### src/rtl/piano_pkg.sv
// Shared types and constants for the note sequencer: FSM state encoding,
// note-code constants, ROM field widths and the pitch half-period table.
package piano_pkg;

  localparam int unsigned CODE_W     = 5;
  localparam int unsigned DUR_W      = 4;
  localparam int unsigned FREQ_W     = 18;
  localparam int unsigned ROM_W      = CODE_W + DUR_W;
  localparam int unsigned NOTE_COUNT = 21;

  localparam logic [CODE_W-1:0] NOTE_REST = 5'd0;
  localparam logic [CODE_W-1:0] NOTE_C4   = 5'd1;
  localparam logic [CODE_W-1:0] NOTE_A4   = 5'd6;
  localparam logic [CODE_W-1:0] NOTE_C5   = 5'd8;
  localparam logic [CODE_W-1:0] NOTE_C6   = 5'd15;
  localparam logic [CODE_W-1:0] NOTE_B6   = 5'd21;

  typedef enum logic [2:0] {
    S_IDLE,
    S_FETCH,
    S_LOAD,
    S_PLAY,
    S_GAP
  } state_t;

  typedef logic [FREQ_W-1:0] hp_table_t [NOTE_COUNT];

  // Natural notes C4..B6 in milli-hertz (equal temperament, A4 = 440 Hz).
  localparam longint unsigned NOTE_MHZ [NOTE_COUNT] = '{
    64'd261626,  64'd293665,  64'd329628,  64'd349228,
    64'd391995,  64'd440000,  64'd493883,
    64'd523251,  64'd587330,  64'd659255,  64'd698456,
    64'd783991,  64'd880000,  64'd987767,
    64'd1046502, 64'd1174659, 64'd1318510, 64'd1396913,
    64'd1567982, 64'd1760000, 64'd1975533
  };

  function automatic logic is_pitched(input logic [CODE_W-1:0] code);
    return (code >= NOTE_C4) && (code <= NOTE_B6);
  endfunction

  // Half-period counts round(clk/(2f)) - 1, evaluated at elaboration time.
  function automatic hp_table_t build_half_periods(input longint unsigned clk_hz);
    hp_table_t t;
    for (int unsigned i = 0; i < NOTE_COUNT; i++) begin
      t[i] = FREQ_W'(((clk_hz * 64'd1000) + NOTE_MHZ[i]) / (64'd2 * NOTE_MHZ[i]) - 64'd1);
    end
    return t;
  endfunction

endpackage

### src/rtl/note_freq_lut.sv
// Combinational note code -> buzzer half-period count; rests map to 0.
module note_freq_lut
  import piano_pkg::*;
#(
  parameter int unsigned CLK_HZ = 100_000_000
) (
  input  logic [CODE_W-1:0] code,
  output logic [FREQ_W-1:0] freq
);

  localparam hp_table_t HALF_PERIOD = build_half_periods(64'(CLK_HZ));

  // Table lookup for the 21 pitched codes, zero otherwise.
  always_comb begin
    freq = '0;
    if (is_pitched(code)) begin
      freq = HALF_PERIOD[code - NOTE_C4];
    end
  end

endmodule

### src/rtl/note_sequencer.sv
// Song ROM sequencer: fetches {note, duration} words, plays each note for
// duration ticks followed by a silent articulation gap.
// Build option: define SONG_LOOP_EN to restart from address 0 at the end
// marker instead of returning to idle.
module note_sequencer
  import piano_pkg::*;
#(
  parameter int unsigned CLK_HZ      = 100_000_000,
  parameter int unsigned TICK_CYCLES = 12_500_000,
  parameter int unsigned GAP_CYCLES  = 1_000_000,
  parameter int unsigned ADDR_W      = 8
) (
  input  logic              clk,
  input  logic              rst_n,
  input  logic              start,
  input  logic              stop,
  input  logic              pause,
  output logic [ADDR_W-1:0] rom_addr,
  input  logic [ROM_W-1:0]  rom_data,
  output logic [FREQ_W-1:0] freq,
  output logic              sound_en,
  output logic [CODE_W-1:0] note_code,
  output logic              busy,
  output logic              done
);

  localparam int unsigned TW = (TICK_CYCLES > 1) ? $clog2(TICK_CYCLES) : 1;
  localparam int unsigned GW = (GAP_CYCLES > 1) ? $clog2(GAP_CYCLES) : 1;
  localparam logic [TW-1:0] TICK_LAST = TW'(TICK_CYCLES - 1);
  localparam logic [GW-1:0] GAP_LAST  = GW'(GAP_CYCLES - 1);

  state_t              state;
  logic [TW-1:0]       tick_cnt;
  logic [DUR_W-1:0]    ticks_left;
  logic [GW-1:0]       gap_cnt;
  logic [FREQ_W-1:0]   freq_r;
  logic                sound_r;
  logic [CODE_W-1:0]   note_r;
  logic [FREQ_W-1:0]   lut_freq;
  logic [CODE_W-1:0]   rom_code;
  logic [DUR_W-1:0]    rom_dur;
  logic                playing;

  assign rom_code = rom_data[ROM_W-1:DUR_W];
  assign rom_dur  = rom_data[DUR_W-1:0];

  note_freq_lut #(.CLK_HZ(CLK_HZ)) u_lut (
    .code (rom_code),
    .freq (lut_freq)
  );

  // Pause silences the registered pitch without disturbing it, so release
  // resumes the same note with the remaining count intact.
  assign playing   = (state == S_PLAY) && !pause;
  assign freq      = playing ? freq_r : '0;
  assign sound_en  = playing && sound_r;
  assign note_code = note_r;
  assign busy      = (state != S_IDLE);

  // Sequencer FSM with tick/gap timing and registered note outputs.
  always_ff @(posedge clk or negedge rst_n) begin
    if (!rst_n) begin
      state      <= S_IDLE;
      rom_addr   <= '0;
      tick_cnt   <= '0;
      ticks_left <= '0;
      gap_cnt    <= '0;
      freq_r     <= '0;
      sound_r    <= 1'b0;
      note_r     <= '0;
      done       <= 1'b0;
    end else begin
      done <= 1'b0;
      if (stop) begin
        state      <= S_IDLE;
        tick_cnt   <= '0;
        ticks_left <= '0;
        gap_cnt    <= '0;
        freq_r     <= '0;
        sound_r    <= 1'b0;
        note_r     <= '0;
      end else begin
        case (state)
          S_IDLE: begin
            if (start) begin
              rom_addr <= '0;
              state    <= S_FETCH;
            end
          end
          S_FETCH: state <= S_LOAD;
          S_LOAD: begin
            if (rom_dur == '0) begin
              done <= 1'b1;
`ifdef SONG_LOOP_EN
              rom_addr <= '0;
              state    <= S_FETCH;
`else
              state    <= S_IDLE;
`endif
            end else begin
              freq_r     <= lut_freq;
              sound_r    <= is_pitched(rom_code);
              note_r     <= is_pitched(rom_code) ? rom_code : NOTE_REST;
              ticks_left <= rom_dur;
              tick_cnt   <= '0;
              state      <= S_PLAY;
            end
          end
          S_PLAY: begin
            if (!pause) begin
              if (tick_cnt == TICK_LAST) begin
                tick_cnt <= '0;
                if (ticks_left == DUR_W'(1)) begin
                  ticks_left <= '0;
                  freq_r     <= '0;
                  sound_r    <= 1'b0;
                  note_r     <= '0;
                  if (GAP_CYCLES == 0) begin
                    rom_addr <= rom_addr + ADDR_W'(1);
                    state    <= S_FETCH;
                  end else begin
                    gap_cnt <= '0;
                    state   <= S_GAP;
                  end
                end else begin
                  ticks_left <= ticks_left - DUR_W'(1);
                end
              end else begin
                tick_cnt <= tick_cnt + TW'(1);
              end
            end
          end
          S_GAP: begin
            if (!pause) begin
              if (gap_cnt == GAP_LAST) begin
                gap_cnt  <= '0;
                rom_addr <= rom_addr + ADDR_W'(1);
                state    <= S_FETCH;
              end else begin
                gap_cnt <= gap_cnt + GW'(1);
              end
            end
          end
          default: state <= S_IDLE;
        endcase
      end
    end
  end

endmodule

### config.mk
export PLATFORM = sky130hd
export DESIGN_NAME = note_sequencer
export DESIGN_NICKNAME = d
export VERILOG_FILES = /design/src/rtl/piano_pkg.sv /design/src/rtl/note_freq_lut.sv /design/src/rtl/note_sequencer.sv
export SDC_FILE = /design/constraint.sdc
export NUM_CORES = 1
export LEC_CHECK = 0
export CORE_ASPECT_RATIO = 1.4
export CORE_MARGIN = 2
export CORE_UTILIZATION = 30
export CTS_CLUSTER_DIAMETER = 80
export DETAILED_ROUTE_END_ITERATION = 16
export HOLD_SLACK_MARGIN = 0.12
export PLACE_DENSITY = 0.46
export SYNTH_ARGS = -nofsm -noshare
export SYNTH_HDL_FRONTEND = slang
export SYNTH_SLANG_ARGS = --single-unit
### constraint.sdc
create_clock -name clk -period 2.7 [get_ports clk]
set_input_delay 0.27 -clock clk [delete_from_list [all_inputs] [get_ports clk]]
set_output_delay 0.27 -clock clk [all_outputs]
set_load 0.03 [all_outputs]
**Word level (Yosys, flattened, before mapping)**

Memory sizes are Yosys's and may differ from the RTL's.
Cells that the tools add are included.

- $add $sub $neg: 5
- $lt $le $gt $ge: 3
- Equality and inequality tests: 17
- Mux-type cells: 57
- Bitwise gates (word level): 2
- Reductions and logical operators: 16

Operators with widths:

| operator | number |
|---|---|
| 2-to-1 mux 18 bit | 9 |
| 2-to-1 mux 20 bit | 6 |
| 2-to-1 mux 24 bit | 4 |
| case mux 24 bit (2 select lines) | 1 |
| case mux 20 bit (2 select lines) | 1 |
| case mux 18 bit (2 select lines) | 1 |
| 2-to-1 mux 5 bit | 6 |
| adder 24 x 1 -> 24 bit (second input constant) | 1 |
| equality test 24 bit (second input constant) | 1 |
| 2-to-1 mux 8 bit | 3 |
| 2-to-1 mux 3 bit | 7 |
| adder 20 x 1 -> 20 bit (second input constant) | 1 |
| equality test 20 bit (second input constant) | 1 |
| 2-to-1 mux 4 bit | 5 |
| case mux 8 bit (2 select lines) | 1 |
| inequality test 3 bit (second input constant) | 5 |
| case mux 3 bit (5 select lines) | 1 |
| AND reduction 5 bit | 3 |
| case mux 5 bit (2 select lines) | 1 |
| nonzero test 3 bit | 3 |
| adder 8 x 1 -> 8 bit (second input constant) | 1 |
| 2-to-1 mux 1 bit | 8 |
| case mux 4 bit (2 select lines) | 1 |
| equality test 3 x 2 -> 1 bit (second input constant) | 2 |
| other kinds (22) | 27 |

- Bits in registers: 84
- Memory bits (read-only): 576
- Input port bits: 14
- Memories kept: 1

Memories:

| memory | words | bits a word | read ports | clocked after memory_dff | write ports | RTL line | text |
|---|---|---|---|---|---|---|---|
| (name not given) | 32 | 18 | 1 | 0 | 0 | note_freq_lut.sv:17 | `freq = HALF_PERIOD[code - NOTE_C4];` |

**Logic depth before layout (Yosys ltp)**

- Depth after elaboration: 9
- Mapped depth: 12
- Depth with buffers taken out: 9

**By module**

A second synthesis with hierarchy kept.

- Cells, all modules: 593
- Area, all modules: 5442.7 µm²

Modules (own cells, without submodules):

| module | times used | cells an instance | area each (µm²) | seq. area each (µm²) |
|---|---|---|---|---|
| note_sequencer | 1 | 454 | 4525.6 | 2102.0 |
| note_freq_lut | 1 | 139 | 917.1 | 0.0 |

**Worst setup path after synthesis**

Ideal clock, no wire load.

- Path kind: input port to flip-flop
- From: input rom_data[4]
- To: register freq_r[14]
- Library setup time: 0.125 ns
- Arrival time: 2.670 ns
- Required time: 2.575 ns
- Path slack: -0.095 ns
- Cell stages on the path: 12
- Buffers on the path: 3
- Path through: clkbuf_1 -> buf_1 -> inv_1 -> ha_1 -> inv_1 -> ha_1 -> inv_1 -> clkbuf_1 -> ha_1 -> a2111oi_0 -> a21boi_0 -> mux2_2

- Longest elaborated chain between the ends: 9
- Elaborated cells on any way between the ends: 12

Ends and longest elaborated chain:

| element | RTL line | text |
|---|---|---|
| start, declared | note_sequencer.sv:19 | `input logic [ROM_W-1:0] rom_data,` |
| subtractor 5 x 1 -> 5 bit | note_freq_lut.sv:17 |  |
| NOT 5 -> 6 bit (not written as such) | note_freq_lut.sv:17 |  |
| memory (32 x 18 bit) | - |  |
| 2-to-1 mux 18 bit (not written as such) (2 in series) | note_freq_lut.sv:17 |  |
| 2-to-1 mux 18 bit (*) | note_freq_lut.sv:16 | `if (is_pitched(code)) begin` |
| 2-to-1 mux 18 bit (*) | note_sequencer.sv:92 | `if (rom_dur == '0) begin` |
| case mux 18 bit (2 select lines) (*) | note_sequencer.sv:83 | `case (state)` |
| 2-to-1 mux 18 bit (*) | note_sequencer.sv:74 | `if (stop) begin` |
| end signal, assigned | note_sequencer.sv:101 | `freq_r <= lut_freq;` |
| end, declared | note_sequencer.sv:36 | `logic [FREQ_W-1:0] freq_r;` |

Mark *: on every way between the ends. The rest lies on a longest branch, timed or not. The select of a mux whose other input is x is not followed.
A chain may end at the register's enable or synchronous reset.

**Worst setup path after layout**

- From: register ticks_left[1]
- To: register gap_cnt[13]

- Longest elaborated chain between the ends: 3

Ends and longest elaborated chain:

| element | RTL line | text |
|---|---|---|
| start, declared | note_sequencer.sv:34 | `logic [DUR_W-1:0] ticks_left;` |
| start signal, assigned | note_sequencer.sv:104 | `ticks_left <= rom_dur;` |
| start signal, assigned | note_sequencer.sv:126 | `ticks_left <= ticks_left - DUR_W'(1);` |
| equality test 4 x 1 -> 1 bit | note_sequencer.sv:113 | `if (ticks_left == DUR_W'(1)) begin` |
| inequality test 3 x 2 -> 1 bit (no line) | - |  |
| AND reduction 5 bit (no line) | - |  |
| end signal, assigned | note_sequencer.sv:140 | `gap_cnt <= gap_cnt + GW'(1);` |
| end, declared | note_sequencer.sv:35 | `logic [GW-1:0] gap_cnt;` |

No other way between the ends.

==> out/summary.md <==
The layout cell share with drive strength beyond 1 came out at 15.5%. The synthesized netlist contains 69 unique library cells. For this run, design rule violations remaining after detail routing come to 0.

Summing the areas of all fa, ha and maj instances in the mapped netlist gives 3.48% of the synthesized area. The worst path needs 2430 ps of the cycle, external delays included. The initial antenna violation count is 0, and the maximum clock frequency is 0.411 GHz.

The number of global-route vias before repair came out at 5,116. The CTS buffer count is 9, and the height of the die is 163 um. For this run, global-route usage on met2 was measured as 32.1%. By startpoint and endpoint, the worst setup path is classified as register to register.

The cell area after synthesis is 5390 um2. Data arrives at the worst endpoint at 2660 ps. For this design, the sink count on the clock tree is 84.

A synthesized cell averages 8.97 um2. Dividing total power by cell area gives a power density of 561 nW/um2. The tools report the footprint of the multi-input gates as 3070 um2. Along the worst path, the maximum fanout reaches 13.

The first detailed-routing pass took 6 iterations. The tightest min-delay check is of the register to register type. The synthesized design contains 0 enable-type register cells.

After clock tree synthesis, the clock-pin slew on the worst setup and hold paths is 70 ps. Summed over all failing endpoints, the final setup total negative slack is 0 ps. The first global-routing pass estimated 26,800 um of wire. The total die area is 19,100 um2, and the count of routing violations after the opening detailed-route iteration is 349. The number of post-CTS setup repair buffers was 0. TritonCTS built the clock tree.

In the synthesized netlist, mux cells make up 2.37% of the area. In the final routed layout, each cell accounts on average for 17.7 um. No sink is reached through more buffers than the 2 on the longest clock path.

At the end of routability-driven placement, the weighted congestion stood at 0.892. Relative to the synthesized area, the layout overhead comes to 24.2%. The fraction of synthesized cell area in xor and xnor cells is 3.74%, and the fraction of the mapped netlist area in compound gates is 20.4%. At the pin with the least slew margin, the transition time is 712 ps. The run gives 601 as the number of instances in the synthesized netlist.

The worst clock skew was 7.02 ps; the part of the cycle the worst path needs was 90.2%. The filler cells instantiated in the layout total 1,838. The wire-length estimate of the detail-placed layout is 12,000 um. The run gives 17,800 um2 as the area of the core.

met2 is the most crowded layer. The most used flip-flop cell after synthesis is sky130_fd_sc_hd__dfrtp_1. After synthesis, flip-flops and latches occupy 39.0% of the total area. Largest family of logic cells by synthesized area: simple AND/OR/NAND/NOR gates. After global routing the overflow that remains totals 0. For this block, the routed nets add up to 16,200 um of wire. The max-capacitance violation count is 0, and the number of buffer cells added on primary ports is 47. Layout net count: 700. The worst-case headroom to the max-slew limit was 52.1%. For the worst-skew pair, the clock arrives at the later sink with an insertion delay of 350 ps. The run finished with clean final reports. In this run the remaining antenna-violating nets after routing total 0.

The run gives 0 as the final max-slew violation count. The run gives 48 as the count of boundary I/O pins. The analysis attributes to cell leakage a power of 2.80 nW. The H-tree was split into 3 levels. The routed layout has 5,014 vias.

Global routing used 2.66% of the available met3 tracks. After detailed routing, the number of vias per cell comes to 5.47. Data required time at the worst endpoint: 2930 ps.

The run gives 0 as the total count of hold-check failures in the final report. For the Yosys warning count, the log shows 0. The number of storage elements in the synthesis netlist is 84. Entering global routing, the biggest net connects 49 pins. For this run, asynchronously set or reset flops after synthesis account for 100%. The initial core utilization is 30.3%, and the row count is 58. The global-route met1 utilization is 19.9%, and the placed cell area is 6350 um2. The synthesized netlist devotes 26.9% of its cell area to simple gates. The number of antenna diodes in the final layout is 0. The die is 117 um wide. STA classifies the critical path startpoint as a register. Setup repair after global routing left no endpoint under its margin.

After routing the design area is 6700 um2. Clock tree root buffer cell: sky130_fd_sc_hd__clkbuf_16. Setup violations remaining at the end of the flow were counted as 0. The footprint of the flip-flops and latches was 2100 um2. The number of nets produced by synthesis was 630; the global routing usage summed across all routing layers was 17.6%. The tools report the critical path capture point type as a register. For the worst-case vdd ir drop, the log shows 272 uV.
where the power goes:
part | leakage [nW] | total, mW | switching, mW | internal, mW
Combinational | 1.48 | 0.871 | 0.534 | 0.337
Sequential | 1.16 | 1.44 | 0.0878 | 1.35
Clock | 0.155 | 1.45 | 0.540 | 0.905
final cells by class:
class | instances | share of cell area [%]
clock buffers | 10 | 3.42
flip-flops and latches | 84 | 31.4
well taps | 240 | 4.48
inverters | 17 | 0.953
multi-input cells | 462 | 45.8
repair buffers | 97 | 12.3
clock inverters | 6 | 1.68
Yosys cell counts (5+ instances only):
cell type | instances | share of area [%]
sky130_fd_sc_hd__nor3_1 | 10 | 0.93
sky130_fd_sc_hd__inv_1 | 17 | 1.2
sky130_fd_sc_hd__or4_1 | 8 | 1.1
sky130_fd_sc_hd__a31oi_1 | 11 | 1.3
sky130_fd_sc_hd__and2_1 | 24 | 2.8
sky130_fd_sc_hd__clkbuf_1 | 25 | 1.7
sky130_fd_sc_hd__xnor2_1 | 22 | 3.6
sky130_fd_sc_hd__nand4_1 | 13 | 1.5
sky130_fd_sc_hd__ha_1 | 15 | 3.5
sky130_fd_sc_hd__nand3_1 | 37 | 3.4
sky130_fd_sc_hd__a32o_1 | 9 | 1.7
sky130_fd_sc_hd__o31ai_1 | 11 | 1.5
sky130_fd_sc_hd__and3_1 | 16 | 1.9
sky130_fd_sc_hd__a22o_1 | 10 | 1.6
sky130_fd_sc_hd__nor2_1 | 51 | 3.6
sky130_fd_sc_hd__nand2_1 | 55 | 3.8
sky130_fd_sc_hd__or3_1 | 5 | 0.58
sky130_fd_sc_hd__mux2i_1 | 6 | 1.1
sky130_fd_sc_hd__nor4_1 | 9 | 1.0
sky130_fd_sc_hd__o21ai_0 | 19 | 1.8
sky130_fd_sc_hd__a2111oi_0 | 10 | 1.6
sky130_fd_sc_hd__a21oi_1 | 21 | 1.9
sky130_fd_sc_hd__a221o_1 | 10 | 1.9
sky130_fd_sc_hd__buf_2 | 10 | 0.93
sky130_fd_sc_hd__a211oi_1 | 12 | 1.7
sky130_fd_sc_hd__dfrtp_1 | 84 | 39
per-layer routing:
| layer | wire, um | vias to the layer above |
|---|---|---|
| met3 | 479 | 35 |
| met1 | 6640 | 2458 |
| li1 | - | 2408 |
| met5 | 0 | - |
| met2 | 8510 | 113 |
| met4 | 571 | 0 |
per-stage QoR:
step / utilization (%) / worst slack, ps / power [mW] / hold WS (ps) / instances
CTS: 37.7 / 67.5 / 3.81 / 488 / 916
finish: 37.7 / 266 / 3.76 / 478 / 916
detailed placement: 35.7 / 32.8 / 2.34 / 367 / 899
floorplan: - / 83.0 / 1.97 / -25.6 / 601
global route: 37.7 / 40.5 / 3.95 / 502 / 916
global placement: 35.7 / 88.0 / 2.34 / 353 / 899
placed cells by master, fill, tap and decap left out, types with 5 or more instances in the layout:
cell                              instances
sky130_fd_sc_hd__a22o_1                  10
sky130_fd_sc_hd__nor2_1                  51
sky130_fd_sc_hd__xnor2_1                 22
sky130_fd_sc_hd__mux2i_1                  6
sky130_fd_sc_hd__a2111oi_0               10
sky130_fd_sc_hd__nand2_1                 55
sky130_fd_sc_hd__or4_1                    8
sky130_fd_sc_hd__dfrtp_1                 84
sky130_fd_sc_hd__a211oi_1                12
sky130_fd_sc_hd__a32o_1                   9
sky130_fd_sc_hd__a31oi_1                 11
sky130_fd_sc_hd__o21ai_0                 18
sky130_fd_sc_hd__o31ai_1                 11
sky130_fd_sc_hd__or3_1                    5
sky130_fd_sc_hd__and3_1                  16
sky130_fd_sc_hd__nor3_1                  10
sky130_fd_sc_hd__a221o_1                 10
sky130_fd_sc_hd__nand3_1                 37
sky130_fd_sc_hd__nor4_1                   9
sky130_fd_sc_hd__and2_1                  24
sky130_fd_sc_hd__ha_1                    15
sky130_fd_sc_hd__inv_1                   17
sky130_fd_sc_hd__clkbuf_16                9
sky130_fd_sc_hd__clkdlybuf4s50_1         27
sky130_fd_sc_hd__buf_4                   67
sky130_fd_sc_hd__a21oi_1                 21
sky130_fd_sc_hd__nand4_1                 13
flip-flops by register name, summed over array words and instances, names as in the netlist:
register / flops
state: 3
rom_addr: 8
gap_cnt: 20
done: 1
freq_r: 18
tick_cnt: 24
sound_r: 1
ticks_left: 4
note_code: 5
final timing paths:
| path | slack, ps | to | from | depth (start not counted) |
|---|---|---|---|---|
| min in group asynchronous | 500 | note_code[1] | rst_n | 2 |
| max in group asynchronous | 1520 | gap_cnt[17] | rst_n | 3 |
| min | 480 | sound_r | sound_r | 1 |
| max | 270 | gap_cnt[13] | ticks_left[1] | 8 |
| max reg2reg | 270 | gap_cnt[13] | ticks_left[1] | 8 |
| min reg2reg | 480 | sound_r | sound_r | 1 |
critical path, cell delays in order, from the launching register on:
cell and delay [ps]:
sky130_fd_sc_hd__dfrtp_1 410, sky130_fd_sc_hd__inv_1 120, sky130_fd_sc_hd__ha_1 160, sky130_fd_sc_hd__or3b_2 500, sky130_fd_sc_hd__o21ai_0 170, sky130_fd_sc_hd__a21oi_1 170, sky130_fd_sc_hd__or2_1 240, sky130_fd_sc_hd__buf_4 190
sky130_fd_sc_hd__a221o_1 350
what timing repair did:
item                                   4_1_cts  5_1_grt
resized for setup                            0        1
hold buffers                                 1        0
endpoints found under the hold margin       47        0
setup endpoints to repair                    0       20
kinds of logic (layout without fill, tap and decap cells):
kind of cell,count (synthesis),count (layout)
buf+inv,55,130
flops,84,84
xor+xnor,23,23
mux,11,11
fa+ha+maj,15,15
compound gates,148,148
simple gates,265,265
Note: power is estimated with default switching activity, not from simulation.
